**config.mk**
```make
export PLATFORM = sky130hd
export DESIGN_NAME = serial_subtractor
export DESIGN_NICKNAME = d
export VERILOG_FILES = /design/src/rtl/serial_subtractor.sv
export SDC_FILE = /design/constraint.sdc
export NUM_CORES = 1
export LEC_CHECK = 0
export CORE_ASPECT_RATIO = 0.5
export CORE_UTILIZATION = 55
export CTS_BUF_LIST = sky130_fd_sc_hd__clkbuf_16
export DETAILED_ROUTE_END_ITERATION = 10
export PLACE_DENSITY = 0.91
export SLEW_MARGIN = 5
export SYNTH_ARGS = -nofsm -noshare
export SYNTH_HDL_FRONTEND = slang
export SYNTH_SLANG_ARGS = --single-unit
```
**constraint.sdc**
```tcl
create_clock -name clk -period 1.7 [get_ports clk]
set_input_delay 0.34 -clock clk [delete_from_list [all_inputs] [get_ports clk]]
set_output_delay 0.34 -clock clk [all_outputs]
set_load 0.05 [all_outputs]
```
**src/rtl/serial_subtractor.sv**
```systemverilog
// Bit-serial subtractor: computes a - b one bit per cycle, LSB first, with a borrow chain.
// Optional signed-overflow output enabled by defining SERIAL_SUBTRACTOR_OVERFLOW_EN.
module serial_subtractor #(
    parameter int WIDTH = 8
) (
    input  logic             clk,
    input  logic             rst,
    input  logic             start,
    input  logic [WIDTH-1:0] a,
    input  logic [WIDTH-1:0] b,
    output logic             busy,
    output logic             done,
    output logic [WIDTH-1:0] diff,
    output logic             borrow_out
`ifdef SERIAL_SUBTRACTOR_OVERFLOW_EN
    ,
    output logic             ovf
`endif
);

    localparam int CW = $clog2(WIDTH + 1);

    typedef enum logic [1:0] {
        IDLE  = 2'd0,
        SHIFT = 2'd1,
        DONE  = 2'd2
    } state_t;

    state_t           state;
    state_t           state_next;
    logic [WIDTH-1:0] a_sr;
    logic [WIDTH-1:0] b_sr;
    logic [WIDTH-1:0] d_sr;
    logic [CW-1:0]    cnt;
    logic             bw;
    logic             d_bit;
    logic             bw_next;
    logic             last_bit;
`ifdef SERIAL_SUBTRACTOR_OVERFLOW_EN
    logic             a_msb;
    logic             b_msb;
`endif

    // One full-subtractor cell, reused every SHIFT cycle.
    assign d_bit    = a_sr[0] ^ b_sr[0] ^ bw;
    assign bw_next  = (~a_sr[0] & b_sr[0]) | (~(a_sr[0] ^ b_sr[0]) & bw);
    assign last_bit = (cnt == CW'(WIDTH - 1));

    always_ff @(posedge clk) begin
        if (rst) state <= IDLE;
        else     state <= state_next;
    end

    always_comb begin
        state_next = state;
        case (state)
            IDLE:    if (start) state_next = SHIFT;
            SHIFT:   if (last_bit) state_next = DONE;
            DONE:    state_next = IDLE;
            default: state_next = IDLE;
        endcase
    end

    always_comb begin
        busy = (state != IDLE);
    end

    // Results are committed on the DONE->IDLE edge so diff/borrow_out stay stable
    // through the whole operation and the done pulse lines up with valid data.
    always_ff @(posedge clk) begin
        if (rst) begin
            a_sr       <= '0;
            b_sr       <= '0;
            d_sr       <= '0;
            cnt        <= '0;
            bw         <= 1'b0;
            done       <= 1'b0;
            diff       <= '0;
            borrow_out <= 1'b0;
`ifdef SERIAL_SUBTRACTOR_OVERFLOW_EN
            a_msb      <= 1'b0;
            b_msb      <= 1'b0;
            ovf        <= 1'b0;
`endif
        end else begin
            done <= 1'b0;
            case (state)
                IDLE: begin
                    if (start) begin
                        a_sr <= a;
                        b_sr <= b;
                        bw   <= 1'b0;
                        cnt  <= '0;
`ifdef SERIAL_SUBTRACTOR_OVERFLOW_EN
                        a_msb <= a[WIDTH-1];
                        b_msb <= b[WIDTH-1];
`endif
                    end
                end
                SHIFT: begin
                    d_sr <= {d_bit, d_sr[WIDTH-1:1]};
                    a_sr <= a_sr >> 1;
                    b_sr <= b_sr >> 1;
                    bw   <= bw_next;
                    cnt  <= cnt + CW'(1);
                end
                DONE: begin
                    diff       <= d_sr;
                    borrow_out <= bw;
                    done       <= 1'b1;
`ifdef SERIAL_SUBTRACTOR_OVERFLOW_EN
                    ovf        <= (a_msb != b_msb) && (d_sr[WIDTH-1] != a_msb);
`endif
                end
                default: ;
            endcase
        end
    end

endmodule

```
## After elaboration in Yosys (flattened, before gate mapping)

Cells that the tools add are included.

- Flip-flop bits (word level): 41
- Output and inout bits: 11

- Bitwise gates (word level): 7
- Add/sub/neg operators: 1
- Reduce and logical (&&, ||, !) cells: 5
- Mux-type cells: 12
- Eq/ne operators: 5

Operator list:

| kind | count |
|---|---|
| $pmux 8 s2 | 2 |
| $mux 8 | 2 |
| $pmux 4 s2 | 1 |
| $add 4x1->4 const B | 1 |
| $eq 4x3->1 const B | 1 |
| $mux 2 | 2 |
| $mux 4 | 1 |
| $ne 2x2->1 const B | 2 |
| $pmux 2 s2 | 1 |
| $reduce_and 2->1 | 2 |
| $reduce_bool 2->1 | 2 |
| $and 1x1->1 | 2 |
| $eq 2x1->1 const B | 1 |
| $eq 2x2->1 const B | 1 |
| $logic_not 2->1 | 1 |
| $mux 1 | 2 |
| $not 1->1 | 2 |
| $pmux 1 s2 | 1 |
| $xor 1x1->1 | 2 |
| $or 1x1->1 | 1 |

## Longest topological paths before layout

Gate-level depths: netlist of run 1.

- Word-level depth: 5
- Gate-level depth with buffers: 5

## Least setup slack after synthesis of run 1

Ideal clock, no wire load.

- Path type: register to output
- Start point: reg state[1]
- End point: out busy
- Path buffers: 1
- Slack: 0.221 ns
- Data arrival time: 1.139 ns
- Stages on the path, launching flop included: 4
- Data required time: 1.360 ns
- Cells stage by stage: dfxtp_1 -> inv_1 -> buf_1 -> nand2_1

- Word-level cells in the longest chain between the ends: 1

Ends and longest elaborated chain:

| item | RTL line | text |
|---|---|---|
| start, declared | 29 | `state_t state;` |
| start signal, assigned | 51 | `else state <= state_next;` |
| $reduce_bool 2->1 | 65 | `busy = (state != IDLE);` |
| end, declared | 11 | `output logic busy,` |

No other way between the ends.

## Final worst setup path of run 1

- Start point: reg state[0]
- End point: out busy

The elaborated chain is that of the path after synthesis.

==> results.json, run 1 <==
{
  "grtUsageTotal_pct": 26.0,
  "fin_tns_setup_ns": 0,
  "fin_crit_ns": 1.59,
  "grt_max_degree": 18,
  "slowest_delay_ns": 0.39,
  "vias_per_cell": 5.71,
  "io_pins": 30,
  "ff2ff_path_depth": 4,
  "die_h_um": 41.2,
  "root_buffer": "clkbuf_16",
  "post_synth_num_cell_types": 33,
  "critPathArrivalTime_ns": 1.25,
  "htreeDepth": 2,
  "dieWidth_um": 80.4,
  "nets": 246,
  "placed_cell_area_sq_mm": 0.00201,
  "p_total_mw": 2.48,
  "slew_headroom_pct": 75.8,
  "critical_path_class": "flop to output pin",
  "p_int_mw": 1.96,
  "clock_latency_ns": 0.28,
  "syn_area_per_cell_sq_um": 8.76,
  "fill_cells": 178,
  "status": "complete, no violations",
  "gp_congestion": 0.767,
  "synth_mux_area_share_pct": 1.48,
  "wl_um": 3830,
  "ir_drop_mv": 0.652,
  "synth.most_common_cell": "dfxtp_1",
  "wl_per_cell_um": 14.6,
  "vias": 1503,
  "ant_nets": 0,
  "drive_gt1_share_pct": 16.4,
  "cts_made_buffers": 5,
  "place_ws_ns": 0.0770,
  "clkSinkCount": 41,
  "worstPathCellList": "buf_4, inv_2, nand2_1, buf_12",
  "syn_nets": 214,
  "timing.rr.end": "a_sr[0]",
  "netSwitchingFraction_pct": 21.1,
  "ff_latch_area_sq_um": 821,
  "ys_ff_latch": 41,
  "post_cts_buffers": 0,
  "crit_start": "state[0]",
  "r2r_slack_ns": 0.31,
  "fin_util_pct": 80.2,
  "p_sw_mw": 0.523,
  "setup_slack_ns": 0.113,
  "clockBufferDepth": 2,
  "required_ns": 1.36,
  "synth_top_family_by_area": "compound AO/OA/AOI/OAI gates",
  "slowest_stage": "dfxtp_1",
  "syn2layout_area_growth_pct": 30.3,
  "hold_path.class": "flop to flop",
  "core.rowCount": 13,
  "critPathLaunchType": "flop",
  "firstDrtPassIters": 4,
  "yosysSeqAreaShare_pct": 48.6,
  "synth_cells": 193,
  "ys_warn_count": 0,
  "drv_slew": 0,
  "postLayoutCellArea_sq_mm": 0.00220,
  "synthAdderAreaFrac_pct": 1.92,
  "synth_area_leaders": "dfxtp_1, nand2_1, nor2_1",
  "p_per_area_mw_per_mm2": 1130,
  "netlist.area_leader.share_pct": 48.6,
  "setup_viol": 0,
  "n_antenna_cell": 0,
  "synthSimpleGateAreaFrac_pct": 19.8,
  "hold_buffers": 0,
  "max_freq_mhz": 630,
  "cts_tree": "done",
  "multi_input_area_sq_um": 777,
  "io_buffers": 29,
  "end_kind": "output pin",
  "drt_iter0_markers": 79,
  "worstMarginPinSlew_ns": 0.363,
  "critPathMaxFanout": 17,
  "synth_xor_area_share_pct": 0,
  "synth_area_leader_cell": "dfxtp_1",
  "crit-reg2reg-launch": "state[0]",
  "period_share_pct": 93.3,
  "clock_power_share_pct": 48.9,
  "grt_antenna_before_repair": 0,
  "cap_violations": 0,
  "synth-main-ff-cell": "dfxtp_1",
  "drc": 0,
  "synthTopCellsByCount": "dfxtp_1, nand2_1, nor2_1",
  "dp_hpwl_um": 2400,
  "post_cts_resized": 0,
  "grt_pass1_wl_um": 6130,
  "fp.dieArea_sq_mm": 0.00331,
  "clk_transition_reported_paths_ns": 0.06,
  "synth-edff-count": 0,
  "grt_pass1_vias": 1351,
  "fin_worst_skew_ns": 0.00318,
  "fin_hold_ws_ns": 0.453,
  "crit_path_end": "busy",
  "core_area_sq_mm": 0.00275,
  "final_cell_count_no_fill": 263,
  "async_flop_share_pct": 0,
  "start_util_pct": 61.5,
  "synth_compound_area_share_pct": 22.8,
  "overflow": 0,
  "pwr-share-seq_pct": 41.6,
  "syn_area_sq_mm": 0.00169,
  "hold_viol": 0,
  "leakagePower_nw": 0.859,
  "dpl.cell_count": 255,
  "combPwrFrac_pct": 9.5,
  "rsz0062_at_grt": "no"
}
==> worst max-delay path, delay by kind of cell, from the launching register on <==
| kind | cells | cell delay (ns) |
|---|---|---|
| buf+inv | 3 | 0.45 |
| simple gates | 1 | 0.12 |
| flops | 1 | 0.39 |
==> worst min path at each step <==
| stage | start | end | slack (ns) | cells past startpoint |
|---|---|---|---|---|
| 3_3_place_gp | diff[3] | diff[3] | 0.44 | 2 |
| 4_1_cts | diff[3] | diff[3] | 0.46 | 2 |
| 6_report | diff[3] | diff[3] | 0.45 | 2 |
| 3_5_place_dp | borrow_out | borrow_out | 0.45 | 2 |
| 2_1_floorplan | cnt[3] | state[1] | 0.43 | 1 |
| 5_1_grt | diff[3] | diff[3] | 0.47 | 2 |
==> routing by layer <==
layer  routed length [um]  GRT usage, %
met1                 1680          28.4
met2                 1880          48.3
met3                  203          8.22
met4                   59          13.8
met5                    0             0
==> cells by family after synthesis <==
kind of cell    count (synthesis)
buf+inv                        18
simple gates                   77
compound gates                 53
flops                          41
mux                             2
fa+ha+maj                       2
==> flip-flops by register name, summed over array words and instances (netlist names) <==
register	flops
borrow_out	1
bw	1
b_sr	8
a_sr	8
state	2
done	1
diff	8
cnt	4
d_sr	8
==> layout make-up <==
class	count	area share [%]
sequential	41	37.3
tap	37	2.10
clock buffer	5	5.68
inverter	3	0.511
clock inverter	3	2.95
timing repair buffer	40	16.2
multi-input combinational	134	35.3
==> layout by cell type (no fill, tap or decap), types with 4 or more instances in the layout <==
master           netlist  layout
a211oi_1              12      12
clkdlybuf4s50_1        0      18
nand2_1               34      34
a22oi_1                4       4
o22ai_1                4       4
o2bb2ai_1             10      10
nor2_1                31      31
clkbuf_16              0       5
buf_4                  1      21
dfxtp_1               41      41
a21oi_1               17      17
==> power groups by stage <==
stage	Clock, mW	Sequential, mW	Combinational, mW
2_1_floorplan	0	1.04	0.149
3_3_place_gp	0	1.05	0.222
3_5_place_dp	0	1.05	0.229
4_1_cts	1.22	1.03	0.235
5_1_grt	1.26	1.04	0.257
6_report	1.21	1.03	0.236
No activity file was read; power rests on OpenSTA's default activity.
==> run 2, diff against run 1 <==
GPL_TIMING_DRIVEN = 0   (was not set)
==> run 2 against run 1 <==
Via count is 3.1% lower. Largest cell class unchanged. Largest power group is now sequential cells. Die area did not move. Critical endpoint unchanged. Sequential power is essentially flat.
==> results.json, run 2 (synthesis results as in run 1) <==
{
  "fin_util_pct": 77.8,
  "rsz0062_at_grt": "no",
  "post_cts_resized": 19,
  "dp_hpwl_um": 2510,
  "vias_per_cell": 5.49,
  "hold_end": "diff[3]",
  "clock_power_share_pct": 41.1,
  "root_buffer": "clkbuf_16",
  "max_freq_mhz": 637,
  "cts_tree": "done",
  "fin_worst_skew_ns": 0.00252,
  "drc": 0,
  "status": "complete, no violations",
  "worstMarginPinSlew_ns": 0.607,
  "grt_antenna_before_repair": 0,
  "place_ws_ns": -0.450,
  "dieWidth_um": 80.4,
  "multi_input_area_sq_um": 777,
  "start_util_pct": 61.5,
  "ir_drop_mv": 0.593,
  "layout_commonest_cell": "dfxtp_1",
  "p_int_mw": 1.64,
  "fin_crit_ns": 1.57,
  "clockBufferDepth": 2,
  "clkSinkCount": 41,
  "nets": 248,
  "core_area_sq_mm": 0.00275,
  "grt_max_degree": 13,
  "grt_pass1_wl_um": 5780,
  "combPwrFrac_pct": 10.7,
  "period_share_pct": 92.4,
  "critPathArrivalTime_ns": 1.23,
  "setup_viol": 0,
  "critPathLaunchType": "flop",
  "syn2layout_area_growth_pct": 26.6,
  "drive_gt1_share_pct": 10.5,
  "overflow": 0,
  "fp.dieArea_sq_mm": 0.00331,
  "min_from": "diff[3]",
  "grtUsageTotal_pct": 24.8,
  "fin_tns_setup_ns": 0,
  "final_cell_count_no_fill": 265,
  "layout_common_cells": "dfxtp_1, nand2_1, nor2_1, a21oi_1, clkdlybuf4s50_1",
  "cts_made_buffers": 5,
  "clock_latency_ns": 0.28,
  "p_per_area_mw_per_mm2": 999,
  "end_kind": "output pin",
  "required_ns": 1.36,
  "p_total_mw": 2.14,
  "drv_slew": 0,
  "core.rowCount": 13,
  "r2r_slack_ns": 0.31,
  "io_pins": 30,
  "wl_um": 3780,
  "fill_cells": 202,
  "hold_depth": 2,
  "crit-reg2reg-launch": "state[0]",
  "die_h_um": 41.2,
  "n_antenna_cell": 0,
  "ant_nets": 0,
  "cap_violations": 0,
  "critPathMaxFanout": 15,
  "pwr-share-seq_pct": 48.1,
  "timing.rr.end": "cnt[0]",
  "gp_congestion": 0.835,
  "grt_pass1_vias": 1203,
  "hold_viol": 0,
  "wl_per_cell_um": 14.3,
  "crit_start": "state[0]",
  "leakagePower_nw": 0.846,
  "slew_headroom_pct": 59.5,
  "firstDrtPassIters": 4,
  "critical_path_class": "flop to output pin",
  "io_buffers": 28,
  "p_sw_mw": 0.496,
  "post_cts_buffers": 0,
  "setup_slack_ns": 0.130,
  "ff2ff_path_depth": 4,
  "netSwitchingFraction_pct": 23.2,
  "ff_latch_area_sq_um": 822,
  "hold_path.class": "flop to flop",
  "drt_iter0_markers": 104,
  "dpl.cell_count": 258,
  "clk_transition_reported_paths_ns": 0.06,
  "vias": 1456,
  "htreeDepth": 2,
  "hold_buffers": 0
}
[run 2: power by group through the flow]
| stage | registers, mW | clock network (mW) | logic (mW) |
|---|---|---|---|
| floorplan | 1.04 | 0 | 0.149 |
| detailed placement | 1.05 | 0 | 0.226 |
| global route | 1.03 | 0.928 | 0.250 |
| CTS | 1.03 | 0.882 | 0.232 |
| global placement | 1.05 | 0 | 0.218 |
| finish | 1.03 | 0.879 | 0.229 |
[run 2: metrics by stage]
stage / hold WS (ns) / area, sq um
6_report: 0.449 / 2140
5_1_grt: 0.465 / 2140
4_1_cts: 0.452 / 2140
3_5_place_dp: 0.448 / 2020
3_3_place_gp: 0.443 / 2020
2_1_floorplan: 0.427 / 1690
[run 2: layer usage]
metal | track usage (%) | vias to the layer above | share of wire, %
li1 | - | 742 | -
met1 | 30.6 | 668 | 46
met5 | 0 | - | 0
met3 | 6.89 | 7 | 4.1
met2 | 43.0 | 39 | 49
met4 | 9.38 | 0 | 1.2
[run 2: final cells by class]
type | count | area share (%)
sequential | 41 | 38.4
multi-input combinational | 134 | 36.3
timing repair buffer | 28 | 12.4
clock buffer | 5 | 5.85
buffer | 14 | 3.74
tap | 37 | 2.16
clock inverter | 3 | 0.585
inverter | 3 | 0.526
[run 2: how the worst max path moves through the flow]
stage | to | slack (ns)
after floorplan | busy | 0.22
after global placement | busy | -0.39
after detailed placement | busy | -0.45
after CTS | busy | 0.03
after global routing | busy | 0.08
final | busy | 0.13
[run 2: critical path, cell delays in order, from the launching register on]
cell     delay (ns)
dfxtp_1        0.32
buf_6          0.14
inv_2          0.20
nand2_1        0.09
buf_4          0.19
==> run 3, diff against run 2 <==
CELL_PAD_IN_SITES_DETAIL_PLACEMENT = 0   (was not set)
CELL_PAD_IN_SITES_GLOBAL_PLACEMENT = 1   (was not set)
CORE_UTILIZATION = 41   (was 55)
CTS_CLUSTER_DIAMETER = 100   (was not set)
PLACE_DENSITY = 0.9   (was 0.91)
==> run 3 against run 2 <==
Hold slack about the same. Clock-buffer cell count is the same. Via count shrank 1.1%. Worst setup slack worse by 0.051 ns. Sequential cell count did not move. Combinational power shrank 3%. Clock power grew 2.7%. Sequential share of layout area down 0.62 points. Power is 0.75% higher. Critical path depth is the same. First-iteration DRC count decreased by 44%. Sequential power about the same.
==> results.json, run 3 (synthesis results as in run 1) <==
{
  "hold_path.class": "flop to flop",
  "fin_worst_skew_ns": 0.00368,
  "required_ns": 1.36,
  "cp.depth": 4,
  "slowest_delay_ns": 0.36,
  "crit_path_end": "busy",
  "cp.buffers_inverters": 3,
  "gp_congestion": 0.741,
  "p_per_area_mw_per_mm2": 990,
  "hold_viol": 0,
  "firstDrtPassIters": 4,
  "wl_per_cell_um": 12.4,
  "period_share_pct": 95.4,
  "vias": 1440,
  "placed_cell_area_sq_mm": 0.00204,
  "core.rowCount": 16,
  "max_freq_mhz": 617,
  "io_pins": 30,
  "final_cell_count_no_fill": 282,
  "clock_latency_ns": 0.28,
  "met3_usage_pct": 4.85,
  "core_area_sq_mm": 0.00392,
  "drv_slew": 0,
  "slew_headroom_pct": 64.4,
  "dieWidth_um": 92.8,
  "critPathMaxFanout": 15,
  "p_total_mw": 2.15,
  "slowest_stage": "clkdlybuf4s18_2",
  "io_buffers": 28,
  "postLayoutCellArea_sq_mm": 0.00217,
  "dpl.cell_count": 275,
  "grtUsageMet1_pct": 23.3,
  "clk_transition_reported_paths_ns": 0.06,
  "ant_nets": 0,
  "end_kind": "output pin",
  "layout_common_cells": "dfxtp_1, nand2_1, nor2_1, a21oi_1, clkdlybuf4s50_1",
  "wl_um": 3510,
  "die_h_um": 47.4,
  "critPathArrivalTime_ns": 1.28,
  "layout_commonest_cell": "dfxtp_1",
  "timing.rr.end": "cnt[3]",
  "fp.dieArea_sq_mm": 0.00440,
  "htreeDepth": 2,
  "dp_hpwl_um": 2470,
  "root_buffer": "clkbuf_16",
  "cap_violations": 0,
  "r2r_slack_ns": 0.34,
  "clockBufferDepth": 2,
  "critical_path_class": "flop to output pin",
  "fin_crit_ns": 1.62,
  "hold_buffers": 0,
  "grt_antenna_before_repair": 0,
  "cts_tree": "done",
  "rsz0062_at_grt": "no",
  "crit_start": "state[0]",
  "busiest_layer": "met2",
  "drt_iter0_markers": 58,
  "grt_pass1_vias": 1259,
  "ir_drop_mv": 0.575,
  "vias_per_cell": 5.11,
  "clkSinkCount": 41,
  "worstPathCellList": "buf_6, inv_4, nand2_1, clkdlybuf4s18_2",
  "start_util_pct": 43.1,
  "crit-reg2reg-launch": "state[0]",
  "grt_pass1_wl_um": 5710,
  "status": "complete, no violations",
  "cp_top_family": "buffers and inverters",
  "worstMarginPinSlew_ns": 0.533,
  "syn2layout_area_growth_pct": 28.6,
  "leakagePower_nw": 0.846,
  "nets": 248,
  "fill_cells": 384,
  "drive_gt1_share_pct": 11.4,
  "critPathLaunchType": "flop",
  "grt_max_degree": 16,
  "setup_viol": 0,
  "drc": 0,
  "ff2ff_path_depth": 4,
  "overflow": 0,
  "n_antenna_cell": 0,
  "use_met2_pct": 27.2,
  "grtUsageTotal_pct": 17.3,
  "cts_made_buffers": 5
}
==> run 3: cell count changes in the layout (fill, tap and decap cells not counted), sizes merged <==
cell,change
clkinvlp,+2
buf,-1
clkdlybuf4s18,+1
clkinv,-1
inv,-1
==> run 3: where the power goes <==
part,internal [mW],switching (mW),leakage [nW]
sequential,1.00,0.0240,0.336
combinational,0.107,0.116,0.441
clock,0.538,0.366,0.0696
==> run 3: how the worst min path moves through the flow <==
stage	endpoint	cells after the start	startpoint
after CTS	diff[3]	2	diff[3]
after detailed placement	d_sr[0]	2	d_sr[0]
after global routing	diff[5]	2	diff[5]
after global placement	diff[2]	2	diff[2]
final	diff[5]	2	diff[5]
after floorplan	state[1]	1	cnt[3]
==> run 3: metrics by stage <==
step                      TNS [ns]  hold WS (ns)  setup WS (ns)  utilization [%]
final                            0         0.449         0.0783             55.4
after floorplan                  0         0.427          0.221                -
after detailed placement    -0.663         0.447         -0.415             51.9
after global placement      -0.558         0.444         -0.411             51.9
after CTS                        0         0.455        0.00304             55.4
after global routing             0         0.467         0.0127             55.4
==> run 3: per-layer routing <==
layer	wire [um]	part of all wire [%]
met5	0	0
met4	38	1.1
met3	151	4.3
met2	1560	44
met1	1760	50
==> run 3: area by class of cell <==
class	count	area, sq um	area share [%]
clock inverters	3	17.5	0.806
clock buffers	5	125	5.75
repair buffers	29	275	12.7
well taps	54	67.6	3.11
flip-flops and latches	41	822	37.8
multi-input cells	134	777	35.7
inverters	3	17.5	0.806
plain buffers	13	72.6	3.34
==> run 3: worst register-to-register path, stage by stage, from the launching register on <==
cell and delay, ns:
dfxtp_1 0.32, buf_6 0.14, nor3b_1 0.42, nor3b_1 0.10
mux2_4 0.27
==> run 3: timing repair <==
item	4_1_cts	5_1_grt
setup endpoints to repair	11	1
endpoints found under the hold margin	0	0
resized for setup	16	1
setup buffers	1	0
gates cloned	0	0
